### config.mk
export PLATFORM = sky130hd
export DESIGN_NAME = vslc_scan_sequencer
export DESIGN_NICKNAME = d
export VERILOG_FILES = /design/src/rtl/vslc_pkg.sv /design/src/rtl/vslc_scan_gap_timer.sv /design/src/rtl/vslc_scan_sequencer.sv
export SDC_FILE = /design/constraint.sdc
export NUM_CORES = 1
export LEC_CHECK = 0
export CORE_UTILIZATION = 40
export DETAILED_ROUTE_END_ITERATION = 8
export MAX_ROUTING_LAYER = met4
export PLACE_DENSITY_LB_ADDON = 0.1
export SYNTH_ARGS = -nofsm -noshare
export SYNTH_HDL_FRONTEND = slang
export SYNTH_SLANG_ARGS = --single-unit
### constraint.sdc
create_clock -name clk -period 2.65 [get_ports clk]
set_input_delay 0.3975 -clock clk [delete_from_list [all_inputs] [get_ports clk]]
set_output_delay 0.3975 -clock clk [all_outputs]
set_load 0.05 [all_outputs]
### src/rtl/vslc_pkg.sv
// Shared constants, state encoding and width helpers for the VSLC scan sequencer.
package vslc_pkg;

    localparam int unsigned DEF_ADDR_W     = 8;
    localparam int unsigned DEF_GAP_CYCLES = 16;
    localparam int unsigned DEF_WDT_LIMIT  = 1023;
    localparam int unsigned SCAN_CNT_W     = 16;

    // Program terminator; consumed by the sequencer, never issued.
    localparam logic [7:0] END_OP = 8'hFF;

    typedef logic [2:0] state_t;

    localparam state_t S_IDLE  = 3'd0;
    localparam state_t S_SNAP  = 3'd1;
    localparam state_t S_FETCH = 3'd2;
    localparam state_t S_ISSUE = 3'd3;
    localparam state_t S_END   = 3'd4;
    localparam state_t S_GAP   = 3'd5;

    // Bits needed to hold the larger of two down-counter load values.
    function automatic int unsigned cnt_width(input int unsigned a, input int unsigned b);
        int unsigned m;
        m = (a > b) ? a : b;
        return (m < 1) ? 1 : $clog2(m + 1);
    endfunction

endpackage

### src/rtl/vslc_scan_gap_timer.sv
// Loadable down-counter with a zero flag; times inter-scan gaps and the scan watchdog.
module vslc_scan_gap_timer #(
    parameter int unsigned W = 8
) (
    input  logic         clk,
    input  logic         rst_n,
    input  logic         i_load,
    input  logic [W-1:0] i_load_val,
    input  logic         i_dec,
    output logic         o_zero_c
);

    logic [W-1:0] r_cnt;

    // Load has priority; decrement saturates at zero.
    always_ff @(posedge clk or negedge rst_n) begin
        if (!rst_n) begin
            r_cnt <= '0;
        end else if (i_load) begin
            r_cnt <= i_load_val;
        end else if (i_dec && (r_cnt != '0)) begin
            r_cnt <= r_cnt - W'(1);
        end
    end

    assign o_zero_c = (r_cnt == '0);

endmodule

### src/rtl/vslc_scan_sequencer.sv
// Scan-cycle controller: snapshot inputs, fetch and issue the program once per scan.
// Optional scan watchdog enabled by defining VSLC_SCAN_WDT_EN.
module vslc_scan_sequencer
    import vslc_pkg::*;
#(
    parameter int unsigned ADDR_W     = DEF_ADDR_W,
    parameter int unsigned GAP_CYCLES = DEF_GAP_CYCLES,
    parameter int unsigned WDT_LIMIT  = DEF_WDT_LIMIT
) (
    input  logic                  clk,
    input  logic                  rst_n,
    input  logic                  run,
    input  logic                  step,
    output logic                  mem_req,
    output logic [ADDR_W-1:0]     mem_addr,
    input  logic [7:0]            mem_rdata,
    input  logic                  mem_valid,
    input  logic [7:0]            ui_in,
    output logic [7:0]            ui_snap,
    output logic [7:0]            ui_prev,
    output logic [7:0]            instr,
    output logic                  instr_ready,
    output logic [ADDR_W-1:0]     pc,
    output logic                  running,
    output logic                  scan_done,
    output logic [SCAN_CNT_W-1:0] scan_count,
    output logic                  wdt_trip
);

    localparam int unsigned CNT_W    = cnt_width(GAP_CYCLES, WDT_LIMIT);
    localparam int unsigned GAP_LOAD = (GAP_CYCLES == 0) ? 0 : GAP_CYCLES - 1;

    state_t                  r_state, w_state_nxt;
    logic [ADDR_W-1:0]       r_pc, w_pc_nxt;
    logic [7:0]              r_instr, w_instr_nxt;
    logic [7:0]              r_ui_snap, w_ui_snap_nxt;
    logic [7:0]              r_ui_prev, w_ui_prev_nxt;
    logic                    r_one_shot, w_one_shot_nxt;
    logic                    r_wdt_trip, w_wdt_trip_nxt;
    logic [SCAN_CNT_W-1:0]   r_scan_count;
    logic                    r_mem_req, r_instr_ready, r_scan_done, r_running;
    logic                    w_gap_load, w_gap_dec, w_gap_zero;

    vslc_scan_gap_timer #(.W(CNT_W)) u_gap_timer (
        .clk        (clk),
        .rst_n      (rst_n),
        .i_load     (w_gap_load),
        .i_load_val (CNT_W'(GAP_LOAD)),
        .i_dec      (w_gap_dec),
        .o_zero_c   (w_gap_zero)
    );

`ifdef VSLC_SCAN_WDT_EN
    localparam int unsigned WDT_LOAD = (WDT_LIMIT == 0) ? 0 : WDT_LIMIT - 1;
    logic w_wdt_load, w_wdt_dec, w_wdt_zero;

    vslc_scan_gap_timer #(.W(CNT_W)) u_wdt_timer (
        .clk        (clk),
        .rst_n      (rst_n),
        .i_load     (w_wdt_load),
        .i_load_val (CNT_W'(WDT_LOAD)),
        .i_dec      (w_wdt_dec),
        .o_zero_c   (w_wdt_zero)
    );
`endif

    always_ff @(posedge clk or negedge rst_n) begin
        if (!rst_n) begin
            r_state <= S_IDLE;
        end else begin
            r_state <= w_state_nxt;
        end
    end

    // Next-state and datapath updates.
    always_comb begin
        w_state_nxt    = r_state;
        w_pc_nxt       = r_pc;
        w_instr_nxt    = r_instr;
        w_ui_snap_nxt  = r_ui_snap;
        w_ui_prev_nxt  = r_ui_prev;
        w_one_shot_nxt = r_one_shot;
        w_wdt_trip_nxt = r_wdt_trip;
        w_gap_load     = 1'b0;
        w_gap_dec      = 1'b0;
`ifdef VSLC_SCAN_WDT_EN
        w_wdt_load     = 1'b0;
        w_wdt_dec      = 1'b0;
`endif
        case (r_state)
            S_IDLE: begin
                // After a watchdog trip, run must be seen low before scanning resumes.
                if (r_wdt_trip) begin
                    if (!run) w_wdt_trip_nxt = 1'b0;
                end else if (run || step) begin
                    w_state_nxt    = S_SNAP;
                    w_one_shot_nxt = !run;
                end
            end
            S_SNAP: begin
                w_ui_prev_nxt = r_ui_snap;
                w_ui_snap_nxt = ui_in;
                w_pc_nxt      = '0;
                w_state_nxt   = S_FETCH;
`ifdef VSLC_SCAN_WDT_EN
                w_wdt_load    = 1'b1;
`endif
            end
            S_FETCH: begin
                if (mem_valid) begin
                    if (mem_rdata == END_OP) begin
                        w_state_nxt = S_END;
                    end else begin
                        w_instr_nxt = mem_rdata;
                        w_state_nxt = S_ISSUE;
                    end
                end
            end
            S_ISSUE: begin
                if (r_pc == '1) begin
                    w_state_nxt = S_END;
                end else begin
                    w_pc_nxt    = r_pc + ADDR_W'(1);
                    w_state_nxt = S_FETCH;
                end
            end
            S_END: begin
                if (r_one_shot || !run) begin
                    w_state_nxt    = S_IDLE;
                    w_one_shot_nxt = 1'b0;
                end else if (GAP_CYCLES == 0) begin
                    w_state_nxt = S_SNAP;
                end else begin
                    w_gap_load  = 1'b1;
                    w_state_nxt = S_GAP;
                end
            end
            S_GAP: begin
                if (!run) begin
                    w_state_nxt = S_IDLE;
                end else if (w_gap_zero) begin
                    w_state_nxt = S_SNAP;
                end else begin
                    w_gap_dec = 1'b1;
                end
            end
            default: w_state_nxt = S_IDLE;
        endcase
`ifdef VSLC_SCAN_WDT_EN
        // Watchdog abort overrides whatever the scan was about to do.
        if ((r_state == S_FETCH) || (r_state == S_ISSUE)) begin
            if (w_wdt_zero) begin
                w_state_nxt    = S_IDLE;
                w_wdt_trip_nxt = 1'b1;
                w_one_shot_nxt = 1'b0;
            end else begin
                w_wdt_dec = 1'b1;
            end
        end
`endif
    end

    // Outputs are registered from the next state so they align with it exactly.
    always_ff @(posedge clk or negedge rst_n) begin
        if (!rst_n) begin
            r_pc          <= '0;
            r_instr       <= '0;
            r_ui_snap     <= '0;
            r_ui_prev     <= '0;
            r_one_shot    <= 1'b0;
            r_wdt_trip    <= 1'b0;
            r_scan_count  <= '0;
            r_mem_req     <= 1'b0;
            r_instr_ready <= 1'b0;
            r_scan_done   <= 1'b0;
            r_running     <= 1'b0;
        end else begin
            r_pc          <= w_pc_nxt;
            r_instr       <= w_instr_nxt;
            r_ui_snap     <= w_ui_snap_nxt;
            r_ui_prev     <= w_ui_prev_nxt;
            r_one_shot    <= w_one_shot_nxt;
            r_wdt_trip    <= w_wdt_trip_nxt;
            r_scan_count  <= r_scan_count + SCAN_CNT_W'(w_state_nxt == S_END);
            r_mem_req     <= (w_state_nxt == S_FETCH);
            r_instr_ready <= (w_state_nxt == S_ISSUE);
            r_scan_done   <= (w_state_nxt == S_END);
            r_running     <= (w_state_nxt != S_IDLE);
        end
    end

    assign mem_req     = r_mem_req;
    assign mem_addr    = r_pc;
    assign pc          = r_pc;
    assign instr       = r_instr;
    assign instr_ready = r_instr_ready;
    assign ui_snap     = r_ui_snap;
    assign ui_prev     = r_ui_prev;
    assign running     = r_running;
    assign scan_done   = r_scan_done;
    assign scan_count  = r_scan_count;
    assign wdt_trip    = r_wdt_trip;

endmodule

==> results of run 1 <==
-- cells in the mapped netlist (all sizes together), types with 3 or more instances --
cell,instances,area (µm²)
or4,8,66.3
o31ai,6,45.0
nor4,3,25.0
mux2,22,248
and3,5,31.3
ha,4,50.1
nand2,13,48.8
clkbuf,4,16.3
nand3,13,65.1
inv,6,22.5
buf,11,75.1
nand4,5,31.3
nor3,4,20.0
nor2,10,37.5
and4,7,61.3
xnor2,12,105
xor2,4,35.0
a21oi,13,72.6
o21ai,6,30.0
a31oi,3,18.8
dfrtp,67,1680
-- final timing paths --
path / depth (start not counted) / slack [ns] / startpoint / endpoint
setup reg to reg: 10 / 0.40 / mem_addr[1] / scan_count[10]
min in group clk: 1 / 0.49 / scan_count[15] / scan_count[15]
hold reg to reg: 1 / 0.49 / scan_count[15] / scan_count[15]
setup / recovery: 10 / 0.40 / mem_addr[1] / scan_count[10]
max in group asynchronous: 2 / 1.90 / rst_n / r_state[0]
hold / removal: 1 / 0.04 / rst_n / mem_addr[3]
-- state kept, by name, summed over array words and instances, names as in the netlist --
register           cells
running                1
ui_prev                8
scan_done              1
r_state                3
mem_req                1
wdt_trip               1
mem_addr               8
scan_count            16
u_gap_timer.r_cnt     10
instr_ready            1
ui_snap                8
r_one_shot             1
instr                  8
-- metrics by stage --
step | hold slack, ns | total power, mW | util, % | area (µm²) | std cells
final | 0.0439 | 4.40 | 56.9 | 4150 | 444
after global routing | 0.0686 | 4.61 | 56.9 | 4150 | 444
after CTS | 0.0531 | 4.46 | 56.9 | 4150 | 444
after detailed placement | 0.415 | 3.49 | 53.8 | 3920 | 428
after global placement | 0.416 | 3.48 | 53.8 | 3920 | 428
after floorplan | 0.102 | 2.83 | - | 3040 | 257
-- report_power, final --
| group | switching [mW] | leakage [nW] | internal, mW |
|---|---|---|---|
| combinational | 1.24 | 0.792 | 0.726 |
| sequential | 0.209 | 0.866 | 1.28 |
| clock | 0.370 | 0.113 | 0.580 |
| total | 1.82 | 1.77 | 2.58 |
-- critical path: cells and delay by family (launching register included) --
family | cells | cell delay (ns)
flip-flops | 1 | 0.44
AO/OA/AOI/OAI | 1 | 0.12
AND/OR/NAND/NOR | 4 | 0.67
XOR/XNOR | 1 | 0.13
buffers and inverters | 1 | 0.09
adder cells (fa/ha/maj) | 3 | 0.68
-- layer usage --
metal	up-vias	GRT usage (%)	wire, µm
met5	-	-	0
met4	0	6.93	90
met3	9	4.99	316
met2	48	25.8	2860
met1	1086	23.7	3060
li1	1117	-	-
-- kinds of logic after synthesis --
group	Yosys count	share of synthesized area [%]
adder cells (fa/ha/maj)	4	1.65
AO/OA/AOI/OAI	44	9.93
flip-flops	67	55.2
multiplexers	23	8.49
XOR/XNOR	16	4.62
buffers and inverters	21	3.75
AND/OR/NAND/NOR	82	16.3
-- cell type report --
| cell class | instances | area [µm²] |
|---|---|---|
| Tap cell | 99 | 124 |
| Clock buffer | 12 | 155 |
| Clock inverter | 4 | 72.6 |
| Multi-Input combinational cell | 169 | 1250 |
| Fill cell | 633 | 3140 |
| Timing Repair Buffer | 87 | 851 |
| Sequential cell | 67 | 1680 |
| Inverter | 6 | 22.5 |
==> PnR_summary.wiki, run 1 <==
{| class="wikitable"
! Metric !! Value
|-
| Critical-path maximum fanout || 7
|-
| Max-cap viol count || 0
|-
| TritonCTS Sinks || 67
|-
| Endpoints failing hold || 0
|-
| Rel. slew slack || about half
|-
| Proportion of synthesized chip area in sequential cells || approximately 55%
|-
| TritonCTS Buffers || 9
|-
| Highest cell delay on the worst timing path || around 0.44 ns
|-
| Number of buffers inserted by port buffering || slightly above 80
|-
| Placement row count || 31
|-
| Via count of the first global-routing pass || approximately 2100
|-
| Routed WL || between 6000 and 7000 µm
|-
| Share of flip-flops with an asynchronous set or reset after synthesis || 100%
|-
| Cell repeated most along the worst path || ha_1
|-
| Critical Path Source Type || register
|-
| Hold bufs inserted after CTS || 0
|-
| Half-perimeter wire length after detailed placement || roughly 4500 µm
|-
| Length of the first detailed-routing pass in iterations || 4
|-
| Top library cells by usage in the layout, fill and taps aside || clkdlybuf4s50_1 (80), dfrtp_1 (67), mux2_2 (22)
|-
| Initial antenna violation count || 0
|-
| Time the worst path needs with I/O delays and setup || about 2.3 ns
|-
| Arrival time of the worst setup path || around 2.5 ns
|-
| Count of flip-flops with a built-in enable after synthesis || 0
|-
| Combined global-route utilization of all metal layers || approximately 18%
|-
| Vias per cell || between 5 and 6
|-
| DIE HEIGHT || ~89 µm
|-
| Synthesized Nets || 282
|-
| Cell with the largest stage delay on the worst path || dfrtp_1
|-
| Post-DRT Antenna Nets || 0
|-
| I/O pins || 82
|-
| Cell count after synthesis || roughly 260
|-
| Horiz. Die Dim || ~89 µm
|-
| Class of the tightest hold or removal check || in2async
|-
| Global placer's final weighted congestion || 0.761
|-
| Mapped cell area || 3040 µm²
|-
| Total global routing overflow || 0
|-
| Unrepaired setup endpoints after global routing || no
|-
| Source-to-sink clock delay at the later pin of the worst-skew pair || 0.33 ns
|-
| Largest net degree at the start of global routing || 25
|-
| ANT cells || 0
|-
| Wire per inst || 14.3 µm
|-
| Level count of the clock H-tree || 3
|-
| Buffers from clock root to sink, at most || 2
|-
| Final cycle utilization of the critical path || ~85%
|-
| Crit path kind || reg2reg
|-
| VDD IR-drop max || 0.987 mV
|-
| Worst-Margin Slew || between 0.7 and 0.8 ns
|-
| Clock input transition at the sequential cells of the worst setup and hold paths || around 0.07 ns
|-
| Global-route wire length before repair || around 10000 µm
|-
| Total number of yosys warnings || 0
|-
| Initial core utilization || 41.6%
|-
| Place WS || around 0.12 ns
|-
| Summed negative setup slack over all endpoints || 0 ns
|-
| Status || finished, final reports clean
|-
| Worst clock skew on the final layout || approximately 0.0062 ns
|-
| Signed area change from the synthesized netlist to the final layout || 36.7%
|-
| Synthesized flop and latch total || 67
|-
| Ratio of cells with drive above 1 in the final layout || 15.4%
|-
| Violation count after the first detailed-routing iteration || 107
|-
| Static power due to leakage || 1.77 nW
|-
| Area of the placeable core || 7290 µm²
|-
| Achievable frequency || about 440 MHz
|-
| Post-cts sizing count || 0
|-
| Root buffer cell || clkbuf_8
|-
| Most common library cell in the layout ignoring fill and taps || clkdlybuf4s50_1
|-
| Power per cell area || 1060 nW/µm²
|-
| Required time reported for the critical path endpoint || ~2.9 ns
|-
| Post-CTS Setup Inserts || 0
|-
| Number of remaining DRC errors || 0
|-
| Area of the die || 7940 µm²
|-
| Final setup viols || 0
|-
| Unique masters post-synth || 49
|-
| Final count of pins violating max slew || 0
|-
| Mean Syn Cell Area || 11.8 µm²
|-
| Capturing element type of the critical path || register
|-
| Detailed-route via count || between 2000 and 2500
|-
| Prevailing post-synth register cell || dfrtp_1
|-
| Clock tree from TritonCTS || built
|-
| Cell-by-cell listing of the critical path || ha_1 -> nand4_1 -> nor2_1 -> a2bb2oi_1 -> inv_1 -> ha_1 -> ha_1 -> and4_1 -> nand3_1 -> xnor2_1
|-
| Final worst-path setup slack || between 0.3 and 0.4 ns
|-
| Final layout net count || 365
|}
(Power assumes the default switching activity.)
==> run 2, diff against run 1 <==
Clock period 2.65 ns to 2.1 ns, I/O delays scaled along.
==> run 2 against run 1 <==
Compared with the run above: cell count up 5.4%; sequential cell count unchanged; sequential share of layout area down 2.4 points; first-iteration DRC count up 5.6%; final area up 6.6%; critical path type unchanged; largest cell class unchanged.
==> PnR_summary.wiki, run 2 (synthesized netlist as in run 1, its figures left out) <==
{| class="wikitable"
! Metric !! Value
|-
| Rel. slew slack || about two thirds
|-
| Violation count after the first detailed-routing iteration || around 110
|-
| Number of inserted filler cells in the final layout || around 630
|-
| Via count of the first global-routing pass || roughly 2300
|-
| Root buffer cell || clkbuf_8
|-
| Number of remaining DRC errors || 0
|-
| Class of the tightest hold or removal check || in2async
|-
| Time the worst path needs with I/O delays and setup || between 1.5 and 2 ns
|-
| Required time reported for the critical path endpoint || 2.36 ns
|-
| Flip-flop count of the largest register, all copies and words added || 16
|-
| Wire per inst || 14.3 µm
|-
| Combined global-route utilization of all metal layers || between 10% and 20%
|-
| Half-perimeter wire length after detailed placement || roughly 4700 µm
|-
| Worst clock skew on the final layout || 0.0117 ns
|-
| Source-to-sink clock delay at the later pin of the worst-skew pair || 0.34 ns
|-
| Final cycle utilization of the critical path || 94.7%
|-
| Capturing element type of the critical path || register
|-
| Cell with the largest stage delay on the worst path || or4_2
|-
| DIE HEIGHT || approximately 89 µm
|-
| Clock input transition at the sequential cells of the worst setup and hold paths || 0.08 ns
|-
| Cell-by-cell listing of the critical path || or4_4 -> buf_4 -> or4_2 -> a21oi_1
|-
| Routed WL || roughly 6700 µm
|-
| Status || finished, final reports clean
|-
| Largest net degree at the start of global routing || 54
|-
| Post-CTS Setup Inserts || 0
|-
| Unrepaired setup endpoints after global routing || no
|-
| Signed area change from the synthesized netlist to the final layout || 45.8%
|-
| Area of the placeable core || between 7000 and 8000 µm²
|-
| Initial core utilization || between 40% and 50%
|-
| Number of buffers inserted by port buffering || slightly above 80
|-
| Buffers from clock root to sink, at most || 2
|-
| Share of the core filled with cells || between 60% and 70%
|-
| Clock tree from TritonCTS || built
|-
| I/O pins || between 80 and 90
|-
| Final hold slack || 0.417 ns
|-
| ANT cells || 0
|-
| Achievable frequency || 503 MHz
|-
| Top library cells by usage in the layout, fill and taps aside || clkdlybuf4s50_1 (80), dfrtp_1 (63), buf_4 (28)
|-
| Final setup viols || 0
|-
| Global placer's final weighted congestion || 0.778
|-
| Most common library cell in the layout ignoring fill and taps || clkdlybuf4s50_1
|-
| Worst-Margin Slew || between 0.5 and 0.6 ns
|-
| TritonCTS Sinks || 67
|-
| Arrival time of the worst setup path || approximately 2.3 ns
|-
| Placement row count || 31
|-
| Final worst-path setup slack || around 0.11 ns
|-
| Static power due to leakage || 1.89 nW
|-
| VDD IR-drop max || between 1 and 1.5 mV
|-
| Detailed-route via count || 2436
|-
| Highest cell delay on the worst timing path || around 0.60 ns
|-
| Ratio of cells with drive above 1 in the final layout || 24.7%
|-
| Critical Path Source Type || register
|-
| Vias per cell || 5.21
|-
| Final layout net count || slightly below 400
|-
| Crit path kind || reg2reg
|-
| Level count of the clock H-tree || 3
|-
| Place WS || -0.166 ns
|-
| Total global routing overflow || 0
|-
| TritonCTS Buffers || 9
|-
| Critical-path maximum fanout || 5
|-
| Power per cell area || about 1300 nW/µm²
|-
| Area of the die || 7940 µm²
|-
| Max-cap viol count || 0
|-
| Endpoints failing hold || 0
|-
| Initial antenna violation count || 0
|-
| Horiz. Die Dim || about 90 µm
|-
| Length of the first detailed-routing pass in iterations || 4
|-
| Post-DRT Antenna Nets || 0
|-
| Global-route wire length before repair || 11300 µm
|-
| Final count of pins violating max slew || 0
|}
run 2: cell types whose count changed in the layout (fill, tap and decap cells not counted), sizes merged:
cell / delta
clkinv: +2
dlygate4sd3: +1
buf: +23
bufinv: +1
clkbuf: -3
run 2: layout make-up:
class                           instances  area (µm²)  area share (%)
Clock buffer                            9         124            2.80
Clock inverter                          7         116            2.63
Tap cell                               99         124            2.80
Timing Repair Buffer                  111        1050            23.6
Inverter                                6        22.5           0.509
Multi-Input combinational cell        169        1310            29.6
Sequential cell                        67        1680            38.0
run 2: path summary, 6_finish.rpt:
check                                           from                   end  slack, ns  depth (start not counted)
worst max-delay path            u_gap_timer.r_cnt[4]  u_gap_timer.r_cnt[8]       0.11                          4
worst min-delay path                           rst_n  u_gap_timer.r_cnt[6]       0.42                          2
worst max register to register  u_gap_timer.r_cnt[4]  u_gap_timer.r_cnt[8]       0.11                          4
worst min register to register              instr[2]              instr[2]       0.49                          1
max in group asynchronous                      rst_n           instr_ready       1.08                          3
min in group clk                            instr[2]              instr[2]       0.49                          1
run 2: worst max-delay path, delay by kind of cell (launching register included):
family | cells | cell delay (ns)
AO/OA/AOI/OAI | 1 | 0.17
AND/OR/NAND/NOR | 2 | 1.15
buffers and inverters | 1 | 0.17
flip-flops | 1 | 0.43
run 2: power breakdown:
group	total, mW	internal, mW	switching (mW)	leakage, nW
sequential	1.82	1.62	0.208	0.861
clock	1.28	0.786	0.495	0.119
combinational	2.66	1.00	1.66	0.912
run 2: layer usage:
layer / global-route usage [%] / routed length, µm / vias to the layer above
met4: 7.79 / 78 / 0
met2: 28.9 / 3130 / 58
li1: - / - / 1162
met1: 25.7 / 3220 / 1209
met3: 3.51 / 253 / 7
met5: - / 0 / -
run 2: timing repair:
item	CTS	global route
hold buffers	1	0
resized for setup	0	10
endpoints found under the setup margin	0	7
hold endpoints to repair	14	0
run 2: stage by stage:
| step | setup TNS (ns) | cell area [µm²] | instances | total power, mW |
|---|---|---|---|---|
| after global placement | -0.586 | 4140 | 451 | 4.49 |
| after detailed placement | -1.22 | 4140 | 451 | 4.52 |
| after global routing | 0 | 4420 | 468 | 6.04 |
| after CTS | 0 | 4390 | 468 | 5.82 |
| after floorplan | -0.0156 | 3070 | 257 | 3.58 |
| final | 0 | 4420 | 468 | 5.76 |
==> run 3, diff against run 2 <==
Settings changed: CORE_MARGIN set to 1.
==> results of run 3 <==
Final layout, timing and power as in run 2 (identical DEF).
